[src/rtl/power_pkg.sv]
// Shared power-subsystem definitions: converter mode codes, PWM sequencer states, counter width.
package power_pkg;

    localparam int unsigned PWM_CNT_W = 10;
    localparam int unsigned MODE_W    = 3;

    localparam logic [MODE_W-1:0] MODE_OFF   = 3'd0;
    localparam logic [MODE_W-1:0] MODE_BUCK  = 3'd1;
    localparam logic [MODE_W-1:0] MODE_BOOST = 3'd2;
    localparam logic [MODE_W-1:0] MODE_LED   = 3'd3;
    localparam logic [MODE_W-1:0] MODE_HOLD  = 3'd4;

    typedef enum logic [1:0] {
        IDLE  = 2'd0,
        BLANK = 2'd1,
        SOFT  = 2'd2,
        RUN   = 2'd3
    } pwm_fsm_t;

    // True for the modes that actually switch a converter.
    function automatic logic mode_drives(input logic [MODE_W-1:0] mode);
        return (mode == MODE_BUCK) || (mode == MODE_BOOST) || (mode == MODE_LED);
    endfunction

endpackage

[src/rtl/pwm_period_counter.sv]
// Free-running PWM period counter with boundary flag (last count) and registered period-start strobe.
module pwm_period_counter
    import power_pkg::*;
#(
    parameter int unsigned CNT_W = PWM_CNT_W
) (
    input  logic             clk,
    input  logic             reset,
    output logic [CNT_W-1:0] cnt_next_c,
    output logic             boundary_c,
    output logic             period_start_o
);

    localparam logic [CNT_W-1:0] CNT_LAST = '1;

    logic [CNT_W-1:0] cnt_q;
    logic [CNT_W-1:0] cnt_d;
    logic             period_start_q;
    logic             period_start_d;

    always_comb begin
        boundary_c     = (cnt_q == CNT_LAST);
        cnt_d          = cnt_q + CNT_W'(1);
        period_start_d = boundary_c;
        cnt_next_c     = cnt_d;
    end

    always_ff @(posedge clk or posedge reset) begin
        if (reset) begin
            cnt_q          <= '0;
            period_start_q <= 1'b0;
        end else begin
            cnt_q          <= cnt_d;
            period_start_q <= period_start_d;
        end
    end

    assign period_start_o = period_start_q;

endmodule

[src/rtl/smps_pwm_gen.sv]
// Gated PWM generator for buck/boost/LED converters; every mode change is sequenced
// through one blanking period and a soft-start ramp.
module smps_pwm_gen
    import power_pkg::*;
#(
    parameter int unsigned      CNT_W    = PWM_CNT_W,
    parameter logic [CNT_W-1:0] DUTY_MIN = CNT_W'(20),
    parameter logic [CNT_W-1:0] DUTY_MAX = CNT_W'(1000),
    parameter logic [CNT_W-1:0] SS_STEP  = CNT_W'(8)
) (
    input  logic              clk,
    input  logic              reset,
    input  logic [CNT_W-1:0]  val,
    input  logic [MODE_W-1:0] state_number,
    output logic              buck_pwm,
    output logic              boost_pwm,
    output logic              led_pwm,
    output logic              period_start,
    output logic [CNT_W-1:0]  duty_applied,
    output logic [MODE_W-1:0] active_state
);

    logic [CNT_W-1:0]  cnt_next;
    logic              boundary;

    pwm_fsm_t          state_q,  state_d;
    logic [MODE_W-1:0] active_q, active_d;
    logic [CNT_W-1:0]  duty_q,   duty_d;
    logic              buck_q,   buck_d;
    logic              boost_q,  boost_d;
    logic              led_q,    led_d;

    logic [CNT_W-1:0]  target;
    logic [CNT_W:0]    soft_sum;
    logic              pwm_on;

    pwm_period_counter #(
        .CNT_W (CNT_W)
    ) u_counter (
        .clk            (clk),
        .reset          (reset),
        .cnt_next_c     (cnt_next),
        .boundary_c     (boundary),
        .period_start_o (period_start)
    );

    always_comb begin
        if (val < DUTY_MIN) begin
            target = DUTY_MIN;
        end else if (val > DUTY_MAX) begin
            target = DUTY_MAX;
        end else begin
            target = val;
        end
    end

    // Sequencer: state, mode and duty only move on the last count of a period.
    always_comb begin
        state_d  = state_q;
        active_d = active_q;
        duty_d   = duty_q;
        soft_sum = {1'b0, duty_q} + {1'b0, SS_STEP};

        if (boundary) begin
            if (state_number != active_q) begin
                state_d  = BLANK;
                active_d = state_number;
                duty_d   = '0;
            end else begin
                case (state_q)
                    BLANK: begin
                        if (mode_drives(active_q)) begin
                            state_d = SOFT;
                            duty_d  = DUTY_MIN;
                        end else begin
                            state_d = IDLE;
                            duty_d  = '0;
                        end
                    end
                    SOFT: begin
                        if (soft_sum >= {1'b0, target}) begin
                            state_d = RUN;
                            duty_d  = target;
                        end else begin
                            duty_d  = soft_sum[CNT_W-1:0];
                        end
                    end
                    RUN: begin
                        duty_d = target;
                    end
                    default: begin
                        state_d = IDLE;
                        duty_d  = '0;
                    end
                endcase
            end
        end

        // PWM registers see next-cycle count/duty so the pin lines up with cnt.
        pwm_on  = ((state_d == SOFT) || (state_d == RUN)) && (cnt_next < duty_d);
        buck_d  = pwm_on && (active_d == MODE_BUCK);
        boost_d = pwm_on && (active_d == MODE_BOOST);
        led_d   = pwm_on && (active_d == MODE_LED);
    end

    always_ff @(posedge clk or posedge reset) begin
        if (reset) begin
            state_q  <= IDLE;
            active_q <= MODE_OFF;
            duty_q   <= '0;
            buck_q   <= 1'b0;
            boost_q  <= 1'b0;
            led_q    <= 1'b0;
        end else begin
            state_q  <= state_d;
            active_q <= active_d;
            duty_q   <= duty_d;
            buck_q   <= buck_d;
            boost_q  <= boost_d;
            led_q    <= led_d;
        end
    end

    assign buck_pwm     = buck_q;
    assign boost_pwm    = boost_q;
    assign led_pwm      = led_q;
    assign duty_applied = duty_q;
    assign active_state = active_q;

    a_one_hot_pwm: assert property (@(posedge clk) disable iff (reset)
        $onehot0({buck_q, boost_q, led_q}));

endmodule
[config.mk]
export PLATFORM = sky130hd
export DESIGN_NAME = smps_pwm_gen
export DESIGN_NICKNAME = d
export VERILOG_FILES = /design/src/rtl/power_pkg.sv /design/src/rtl/pwm_period_counter.sv /design/src/rtl/smps_pwm_gen.sv
export SDC_FILE = /design/constraint.sdc
export NUM_CORES = 1
export LEC_CHECK = 0
export ABC_AREA = 1
export BUFFER_PORTS_ARGS = -buffer_cell sky130_fd_sc_hd__buf_2
export CORE_UTILIZATION = 52
export CTS_CLUSTER_DIAMETER = 120
export DETAILED_ROUTE_END_ITERATION = 7
export GPL_ROUTABILITY_DRIVEN = 1
export PLACE_DENSITY = 0.77
export SETUP_SLACK_MARGIN = 0.15
export SLEW_MARGIN = 0
export SYNTH_ARGS = -nofsm -noshare
export SYNTH_HDL_FRONTEND = slang
export SYNTH_SLANG_ARGS = --single-unit
[constraint.sdc]
create_clock -name clk -period 3.15 [get_ports clk]
set_input_delay 0.63 -clock clk [delete_from_list [all_inputs] [get_ports clk]]
set_output_delay 0.63 -clock clk [all_outputs]
set_load 0.005 [all_outputs]
==> out/metrics.cfg, run 1 <==
[setup_path]
critical_path_class = input pin to flip-flop
r2r_slack_ns = -0.42
crit_arrival_ns = 3.87
cp-start-kind = input pin
crit_family = simple AND/OR/NAND/NOR gates
crit_slowest_cell = ha_1
path_buf_inv = 4
crit_required_ns = 3.36
critPathCaptureType = flip-flop
slowest_delay_ns = 0.31
path_max_fanout = 6

[logic_synthesis]
synthTopCellsByArea = dfrtp_1 34%, nand2_1 13%, ha_1 12%, inv_1 9.4%, nor2_1 5.1%
ys_ff_latch = 29
yosysSeqAreaShare = 0.338
synthFlopType = dfrtp_1
synth-edff-count = 0
syn_area_per_cell_um2 = 7.30
ys_async_sr_fraction = 1.00
syn-num-nets = 330
ys.warnings.count = 0
syn_area_mm2 = 0.00215
synth_top_area_cell = dfrtp_1
synth.top_cell.area_share = 0.338
netlist_instances = 294
ys_types = 30

[placed_design]
dpl.hpwl_um = 4170
port-buffer-count = 31
dp_cells = 410
gp_congestion = 0.842
placed_area_mm2 = 0.00267

[final_layout]
fin_cells = 434
utilization = 0.859
n_antenna_cell = 0
nets = 421
final_cell_mix = 60 x nand2_1, 52 x buf_4, 40 x inv_1, 29 x dfrtp_1, 29 x buf_2
stdcell_area_mm2 = 0.00326
area_delta_synth_final_pct = 52.1
final_common_cell = nand2_1
layout-drive-gt1-share = 0.466

[sta]
slew_violations = 0
finalSetupViolations = 3
worst_slack_ns = -0.516
skew_ns = 0.00386
fmax_ghz = 0.273
worstMarginPinSlew_ns = 1.07
hold_viol = 0
fin_crit_ns = 3.67
final.period_utilization = 1.16
relSlewSlack = 0.287
rsz0062_at_grt = true

[drt]
ant_nets = 0
wirelength_um = 6820
vias = 2323
drt-initial-drc-count = 94
drt_first_pass_iters = 4
viasPerCell = 5.35
drc = 0
route.detailed.wl_per_inst_um = 15.7

[floorplan]
io-pin-count = 32
die_area_mm2 = 0.00439
row_count = 22
start_util = 0.565
die-width_um = 66.2
coreArea_mm2 = 0.00380
die_h_um = 66.2

[clocking]
cts-root-buf = clkbuf_8
cts_buffers = 5
cts_sinks = 29
clk_pin_slew_ns = 0.06
clock_path_buffers = 2
cts_tree = built
holdBufCountCts = 0
htree_levels = 2
clk_latency_ns = 0.28

[global_routing]
grt_pass1_vias = 2064
track_usage = 0.272
grt-ovfl-total = 0
antenna_found_initial = 0
grt_pass1_wl_um = 8830
grt_max_degree = 30

[pwr]
finalPower_uw = 869
vdd_drop_max_mv = 0.377
power_leakage_uw = 0.00170
p_per_area_mw_per_mm2 = 266

[run_status]
failed_checks = negative setup slack
outcome = finished, violations left

[run]
drv_cap = 0

[min_path]
hold_path_class = flip-flop to flip-flop

==> sequential cells by signal (all words and copies together) (netlist names) <==
| register | count |
|---|---|
| active_state | 3 |
| boost_pwm | 1 |
| buck_pwm | 1 |
| duty_applied | 10 |
| led_pwm | 1 |
| state_q | 2 |
| u_counter.cnt_q | 10 |
| u_counter.period_start_o | 1 |
==> power breakdown <==
part | leakage [uW] | internal [uW] | switching (uW)
combinational | 0.00132 | 48.9 | 52.0
clock | 0.0000585 | 257 | 136
sequential | 0.000317 | 373 | 1.06
==> worst paths after layout <==
path / start / endpoint / cells past startpoint
setup / recovery: val[3] / buck_pwm / 26
hold / removal: u_counter.cnt_q[0] / u_counter.cnt_q[0] / 1
setup reg to reg: duty_applied[4] / buck_pwm / 24
hold reg to reg: u_counter.cnt_q[0] / u_counter.cnt_q[0] / 1
max in group asynchronous: reset / duty_applied[6] / 2
min in group asynchronous: reset / active_state[1] / 2
==> cells in the mapped netlist, types with 2 or more instances <==
cell and count:
ha_1 21, inv_2 2, xor2_1 7, nand2_2 6, nand3_1 6, o21bai_1 2, dfrtp_1 29, nor3_1 4
nor2_2 2, o22ai_1 5, nor2_4 3, inv_1 54, a21oi_1 12, o21ai_0 11, nand3b_1 2, xnor2_1 6
nand2_1 75, nor2_1 29, o21a_1 2, nand4_1 6
==> metal layers <==
layer	GRT usage	share of wire	vias to the layer above
li1	-	-	1111
met1	0.303	0.40	1114
met2	0.519	0.52	76
met3	0.0483	0.038	22
met4	0.0771	0.037	0
met5	0	0	-
==> what timing repair did <==
action | in CTS | in global routing
gates resized for setup | 33 | 51
setup endpoints to repair | 3 | 3
pin swaps | 31 | 31
buffers inserted | 9 | 7
hold endpoints to repair | 0 | 0
==> layout make-up <==
class,instances,area [um^2]
clock buffer,7,86.3
sequential,29,726
multi-input combinational,208,1560
timing repair buffer,85,588
fill,195,536
tap,48,60.1
inverter,56,213
clock inverter,1,30.0
==> metrics by stage <==
stage | hold slack, ns | setup WS [ns] | TNS, ns
6_report | 0.497 | -0.516 | -1.50
5_1_grt | 0.504 | -0.611 | -1.80
4_1_cts | 0.498 | -0.245 | -0.723
3_5_place_dp | 0.483 | -0.635 | -1.88
3_3_place_gp | 0.462 | -0.605 | -1.81
2_1_floorplan | 0.438 | -0.124 | -0.369
==> cells by family after synthesis <==
logic type      count (synthesis)  share of synthesized area
simple gates                  136                      0.282
buf+inv                        57                     0.0997
compound gates                 38                      0.105
flops                          29                      0.338
fa+ha+maj                      21                      0.122
xor+xnor                       13                     0.0531
No activity file was read; power rests on OpenSTA's default activity.
==> run 2: changes to the inputs <==
CORE_MARGIN = 3   (was not set)
==> run 2 against run 1 <==
  * The run still ends with negative setup slack left
  * Final cell count grew 1.4%
  * Clock skew grew 0.0086 ns
  * Sequential share of layout area is essentially flat
  * Highest routed layer unchanged
  * Maximum frequency grew 1.2%
  * Combinational power is essentially flat
  * Clock-buffer cell count is the same
  * Critical path type unchanged
  * Via count grew 6.1%
==> out/metrics.cfg, run 2 (synthesized netlist as in run 1, its figures left out) <==
[run_status]
outcome = finished, violations left
failed_checks = negative setup slack

[sta]
slew_violations = 0  ; unchanged
fmax_ghz = 0.276  ; +1.2%
fin_crit_ns = 3.62  ; -0.0427 ns
tns_ns = -1.86  ; -0.359 ns
worst_slack_ns = -0.473  ; +0.0427 ns
skew_ns = 0.0125  ; +0.00862 ns
relSlewSlack = 0.582  ; +0.295
hold_viol = 0  ; unchanged
rsz0062_at_grt = true
finalSetupViolations = 4  ; +1
worstMarginPinSlew_ns = 0.625  ; -0.444 ns
final.period_utilization = 1.15  ; -0.0136

[final_layout]
multi_input_area_mm2 = 0.00152  ; -2.8%
final_cell_mix = 59 x buf_4, 57 x nand2_1, 41 x inv_1, 29 x dfrtp_1, 28 x buf_2
stdcell_area_mm2 = 0.00326  ; -0.11%
fin_cells = 440  ; +1.4%
area_delta_synth_final_pct = 51.9
fillers = 199  ; +2.1%
n_antenna_cell = 0  ; unchanged
nets = 427  ; +1.4%
utilization = 0.852  ; -0.00716
final_common_cell = buf_4
layout-drive-gt1-share = 0.462  ; -0.00459
seqCellArea_um2 = 726  ; unchanged

[drt]
drt-initial-drc-count = 200  ; +110%
vias = 2465  ; +6.1%
viasPerCell = 5.60  ; +4.7%
wirelength_um = 7260  ; +6.5%
drc = 0  ; unchanged
route.detailed.wl_per_inst_um = 16.5  ; +5.0%
ant_nets = 0  ; unchanged
drt_first_pass_iters = 5  ; +1

[pwr]
sw_frac_of_total = 0.220  ; +0.00157
power_leakage_uw = 0.00173  ; +2.0%
vdd_drop_max_mv = 0.497  ; +32%
p_clk_frac = 0.454  ; about the same
combPwrFrac = 0.115  ; about the same
seq_power_share = 0.431  ; about the same
p_per_area_mw_per_mm2 = 267  ; +0.20%
p_sw_uw = 191  ; +0.81%
p_int_uw = 679  ; -0.12%

[floorplan]
die_h_um = 70.2  ; +6.0%
row_count = 22  ; unchanged
die-width_um = 70.2  ; +6.0%
start_util = 0.561  ; -0.00406
io-pin-count = 32  ; unchanged
die_area_mm2 = 0.00493  ; +12%
coreArea_mm2 = 0.00383  ; +0.72%

[setup_path]
crit_path_start = val[9]
worst_r2r_startpoint = duty_applied[3]
path_max_fanout = 6  ; unchanged
cp-start-kind = input pin
critical_path_class = input pin to flip-flop
critPathCaptureType = flip-flop
crit_required_ns = 3.33  ; -0.03 ns
reg2reg_depth = 25  ; +4.2%
crit_arrival_ns = 3.80  ; -0.07 ns

[clocking]
cts-root-buf = clkbuf_8
cts_tree = built
htree_levels = 2  ; unchanged
holdBufCountCts = 0  ; unchanged
clk_latency_ns = 0.29  ; about the same
clock_path_buffers = 2  ; unchanged
cts_sinks = 29  ; unchanged
clk_pin_slew_ns = 0.07  ; about the same
cts_buffers = 5  ; unchanged

[global_routing]
grt-ovfl-total = 0  ; unchanged
track_usage = 0.260  ; -0.0114
grt_pass1_vias = 2360  ; +14%
grt_max_degree = 30  ; unchanged
grt_pass1_wl_um = 10200  ; +15%
antenna_found_initial = 0  ; unchanged

[placed_design]
port-buffer-count = 31  ; unchanged
placed_area_mm2 = 0.00267  ; unchanged
dpl.hpwl_um = 4230  ; +1.5%
dp_cells = 410  ; unchanged
post-place-ws_ns = -0.606  ; +0.0292 ns
gp_congestion = 0.890  ; +5.7%

[run]
drv_cap = 0  ; unchanged

[min_path]
hold_path_class = input pin to asynchronous set/reset pin

## run 2: worst max-delay path, stage by stage
cell,delay (ns)
buf_2,0.11
inv_2,0.05
nand4_1,0.15
nor2_4,0.17
inv_2,0.07
o21ai_1,0.10
inv_2,0.07
ha_4,0.25
a21oi_2,0.15
nand2_2,0.09
nand2_1,0.09
nand2_1,0.08
nand2_2,0.09
nand2_4,0.09
inv_4,0.09
nand2_8,0.07
o32ai_4,0.26
nand2_1,0.10
nand2_2,0.09
inv_2,0.05
ha_4,0.27
nand2_2,0.05
o21a_1,0.16
o211ai_1,0.20
nor2_1,0.09
nand2_2,0.11
nor2_1,0.05
## run 2: path summary, 6_finish.rpt
path / slack [ns] / endpoint
min in group clk: 0.47 / u_counter.cnt_q[0]
max in group asynchronous: 2.48 / u_counter.cnt_q[5]
hold / removal: 0.40 / u_counter.cnt_q[0]
setup / recovery: -0.47 / led_pwm
hold reg to reg: 0.47 / u_counter.cnt_q[0]
setup reg to reg: -0.45 / led_pwm
## run 2: per-layer routing
layer  wire length (um)  part of all wire  track usage
met2               3680              0.51        0.471
met1               2680              0.37        0.284
met4                445             0.061        0.121
met3                460             0.063       0.0590
met5                  0                 0            0
## run 2: layout make-up
cell class | count | area share
multi-input cells | 208 | 0.465
flip-flops and latches | 29 | 0.223
repair buffers | 91 | 0.193
inverters | 56 | 0.0653
clock buffers | 7 | 0.0265
well taps | 48 | 0.0184
clock inverters | 1 | 0.00921
## run 2: timing repair
action	CTS	global route
setup buffers	18	4
pin swaps	27	26
resized for setup	36	43
setup endpoints to repair	3	4
## run 2: power by group through the flow
| stage | logic, uW | registers, uW | clock network [uW] |
|---|---|---|---|
| after global placement | 70.6 | 381 | 0 |
| after detailed placement | 71.7 | 381 | 0 |
| after global routing | 107 | 374 | 416 |
| final | 100 | 375 | 395 |
| after floorplan | 34.7 | 381 | 0 |
| after CTS | 84.5 | 374 | 398 |
## run 2: per-stage QoR
stage               hold WS, ns  power, uW
floorplan                 0.438        415
global placement          0.461        451
detailed placement        0.470        453
CTS                       0.407        857
global route              0.419        898
finish                    0.397        870
==> run 3: changes to the inputs <==
CORE_MARGIN = 4   (was 3)
==> run 3 against run 2 <==
  * The run still ends with negative setup slack left
  * Global-route usage increased by 1.8 points
  * Sequential share of layout area fell by 1.3 points
  * Via count up 3.3%
  * Routed wire length grew 12%
  * Clock skew shrank 0.0011 ns
  * Core utilization up 1.6 points
  * Sequential power barely moved
  * Largest cell class unchanged
  * Largest power group is now sequential cells
  * Highest routed layer unchanged
==> out/metrics.cfg, run 3 (synthesized netlist as in run 1, its figures left out) <==
[sta]
finalSetupViolations = 6  ; +2
hold_viol = 0  ; unchanged
fin_crit_ns = 3.87  ; +0.242 ns
relSlewSlack = 0.274  ; -0.307
rsz0062_at_grt = true
worstMarginPinSlew_ns = 1.09  ; +0.462 ns
final.period_utilization = 1.23  ; +0.0767
skew_ns = 0.0114  ; -0.00108 ns
slew_violations = 0  ; unchanged
worst_slack_ns = -0.715  ; -0.242 ns
fmax_ghz = 0.259  ; -6.3%

[setup_path]
crit_path_start = duty_applied[3]
r2r_slack_ns = -0.72  ; -0.27 ns
path_max_fanout = 7  ; +1
crit_arrival_ns = 4.07  ; +0.27 ns
critical_path_class = flip-flop to flip-flop
crit_required_ns = 3.36  ; +0.03 ns
cp-start-kind = flip-flop
critPathCaptureType = flip-flop
worst_r2r_startpoint = duty_applied[3]

[clocking]
htree_levels = 2  ; unchanged
clock_path_buffers = 2  ; unchanged
cts-root-buf = clkbuf_8
cts_tree = built
holdBufCountCts = 0  ; unchanged
cts_buffers = 5  ; unchanged
clk_pin_slew_ns = 0.06  ; about the same
cts_sinks = 29  ; unchanged
clk_latency_ns = 0.29  ; about the same

[floorplan]
coreArea_mm2 = 0.00400  ; +4.5%
die-width_um = 72.2  ; +2.8%
die_area_mm2 = 0.00522  ; +5.8%
row_count = 23  ; +4.5%
die_h_um = 72.2  ; +2.8%
io-pin-count = 32  ; unchanged
start_util = 0.536  ; -0.0244

[placed_design]
dpl.hpwl_um = 4300  ; +1.6%
port-buffer-count = 31  ; unchanged
post-place-ws_ns = -0.704  ; -0.0987 ns
gp_congestion = 0.877  ; -1.5%

[global_routing]
use_met1 = 0.304  ; +0.0198
track_usage = 0.278  ; +0.0179
use_met3 = 0.0540  ; -0.00498
grt-ovfl-total = 0  ; unchanged
grt-busiest-layer = met2
antenna_found_initial = 0  ; unchanged
grt_max_degree = 30  ; unchanged
globalRouteMet2Util = 0.509  ; +0.0377
grt_pass1_wl_um = 11300  ; +11%
grt_pass1_vias = 2591  ; +9.8%

[drt]
route.detailed.wl_per_inst_um = 17.8  ; +7.9%
ant_nets = 0  ; unchanged
vias = 2546  ; +3.3%
wirelength_um = 8160  ; +12%
drt_first_pass_iters = 5  ; unchanged
drc = 0  ; unchanged
drt-initial-drc-count = 245  ; +23%
viasPerCell = 5.56  ; -0.77%

[final_layout]
area_delta_synth_final_pct = 61.7
final_cell_mix = 63 x buf_4, 58 x nand2_1, 40 x inv_1, 29 x dfrtp_1, 28 x buf_2
fillers = 195  ; -2.0%
final_common_cell = buf_4
nets = 443  ; +3.7%
n_antenna_cell = 0  ; unchanged
layout-drive-gt1-share = 0.483  ; +0.0211
utilization = 0.867  ; +0.0155

[pwr]
p_per_area_mw_per_mm2 = 242  ; -9.5%
sw_frac_of_total = 0.243  ; +0.0230
power_leakage_uw = 0.00184  ; +6.3%
seq_power_share = 0.447  ; +0.016
combPwrFrac = 0.152  ; +0.037
p_sw_uw = 203  ; +6.5%
p_clk_frac = 0.402  ; -0.052
vdd_drop_max_mv = 0.300  ; -40%
p_int_uw = 635  ; -6.5%

[run]
drv_cap = 0  ; unchanged

[run_status]
outcome = finished, violations left
failed_checks = negative setup slack

[min_path]
hold_path_class = flip-flop to flip-flop
holdCritStartpoint = u_counter.cnt_q[0]

## run 3: final cells by class
| class | count | area, um^2 | area share |
|---|---|---|---|
| tap | 50 | 62.6 | 0.0180 |
| inverter | 56 | 210 | 0.0606 |
| timing repair buffer | 107 | 802 | 0.231 |
| clock inverter | 1 | 5.00 | 0.00144 |
| sequential | 29 | 726 | 0.209 |
| multi-input combinational | 208 | 1570 | 0.452 |
| clock buffer | 7 | 96.3 | 0.0278 |
## run 3: worst paths after layout
path                                      endpoint  depth (start not counted)
worst min register to register  u_counter.cnt_q[0]                          1
min in group asynchronous               state_q[1]                          2
worst max register to register           boost_pwm                         26
worst max-delay path                     boost_pwm                         26
max in group asynchronous       u_counter.cnt_q[0]                          2
worst min-delay path            u_counter.cnt_q[0]                          1
## run 3: power groups by stage
stage	Sequential, uW	Clock, uW	Combinational (uW)
2_1_floorplan	381	0	34.7
3_3_place_gp	381	0	68.8
3_5_place_dp	381	0	70.7
4_1_cts	374	342	92.1
5_1_grt	374	360	134
6_report	374	337	127
## run 3: per-stage QoR
stage,hold WS (ns),cells,setup TNS [ns],cell area [um^2],power [uW]
floorplan,0.438,294,-0.369,2180,415
global placement,0.466,415,-1.93,2700,450
detailed placement,0.466,415,-2.08,2700,451
CTS,0.475,449,-0.860,3150,809
global route,0.497,458,-2.84,3470,868
finish,0.470,458,-2.46,3470,838
## run 3: timing repair
item | in CTS | in global routing
setup buffers | 26 | 9
pin swaps | 32 | 30
gates resized for setup | 32 | 58
endpoints found under the setup margin | 3 | 10
## run 3: per-layer routing
metal  wire length (um)  vias up  share of wire
met1               3010     1165           0.37
met2               4110      167           0.50
met3                561       56          0.069
met5                  0        -              0
met4                475        0          0.058
li1                   -     1158              -
## run 3: worst max-delay path, cell delays in order, from the launching register on
cell and delay, ns:
dfrtp_1 0.42, ha_4 0.18, nand2_4 0.07, nor2_4 0.12, nand2_1 0.10, xor2_1 0.24
inv_1 0.12, ha_4 0.23, nand2_2 0.07, nor2_2 0.04, nand3b_1 0.09, nand2_1 0.10
nor2_2 0.17, nand2_2 0.13, buf_12 0.15, o21ai_4 0.29, o32ai_4 0.15, nand2_1 0.10
nand2_2 0.09, inv_2 0.08, ha_4 0.20, a21oi_2 0.13, o21a_1 0.14, o211ai_1 0.08
nor2_1 0.13, nand2_2 0.08, nor2_1 0.10
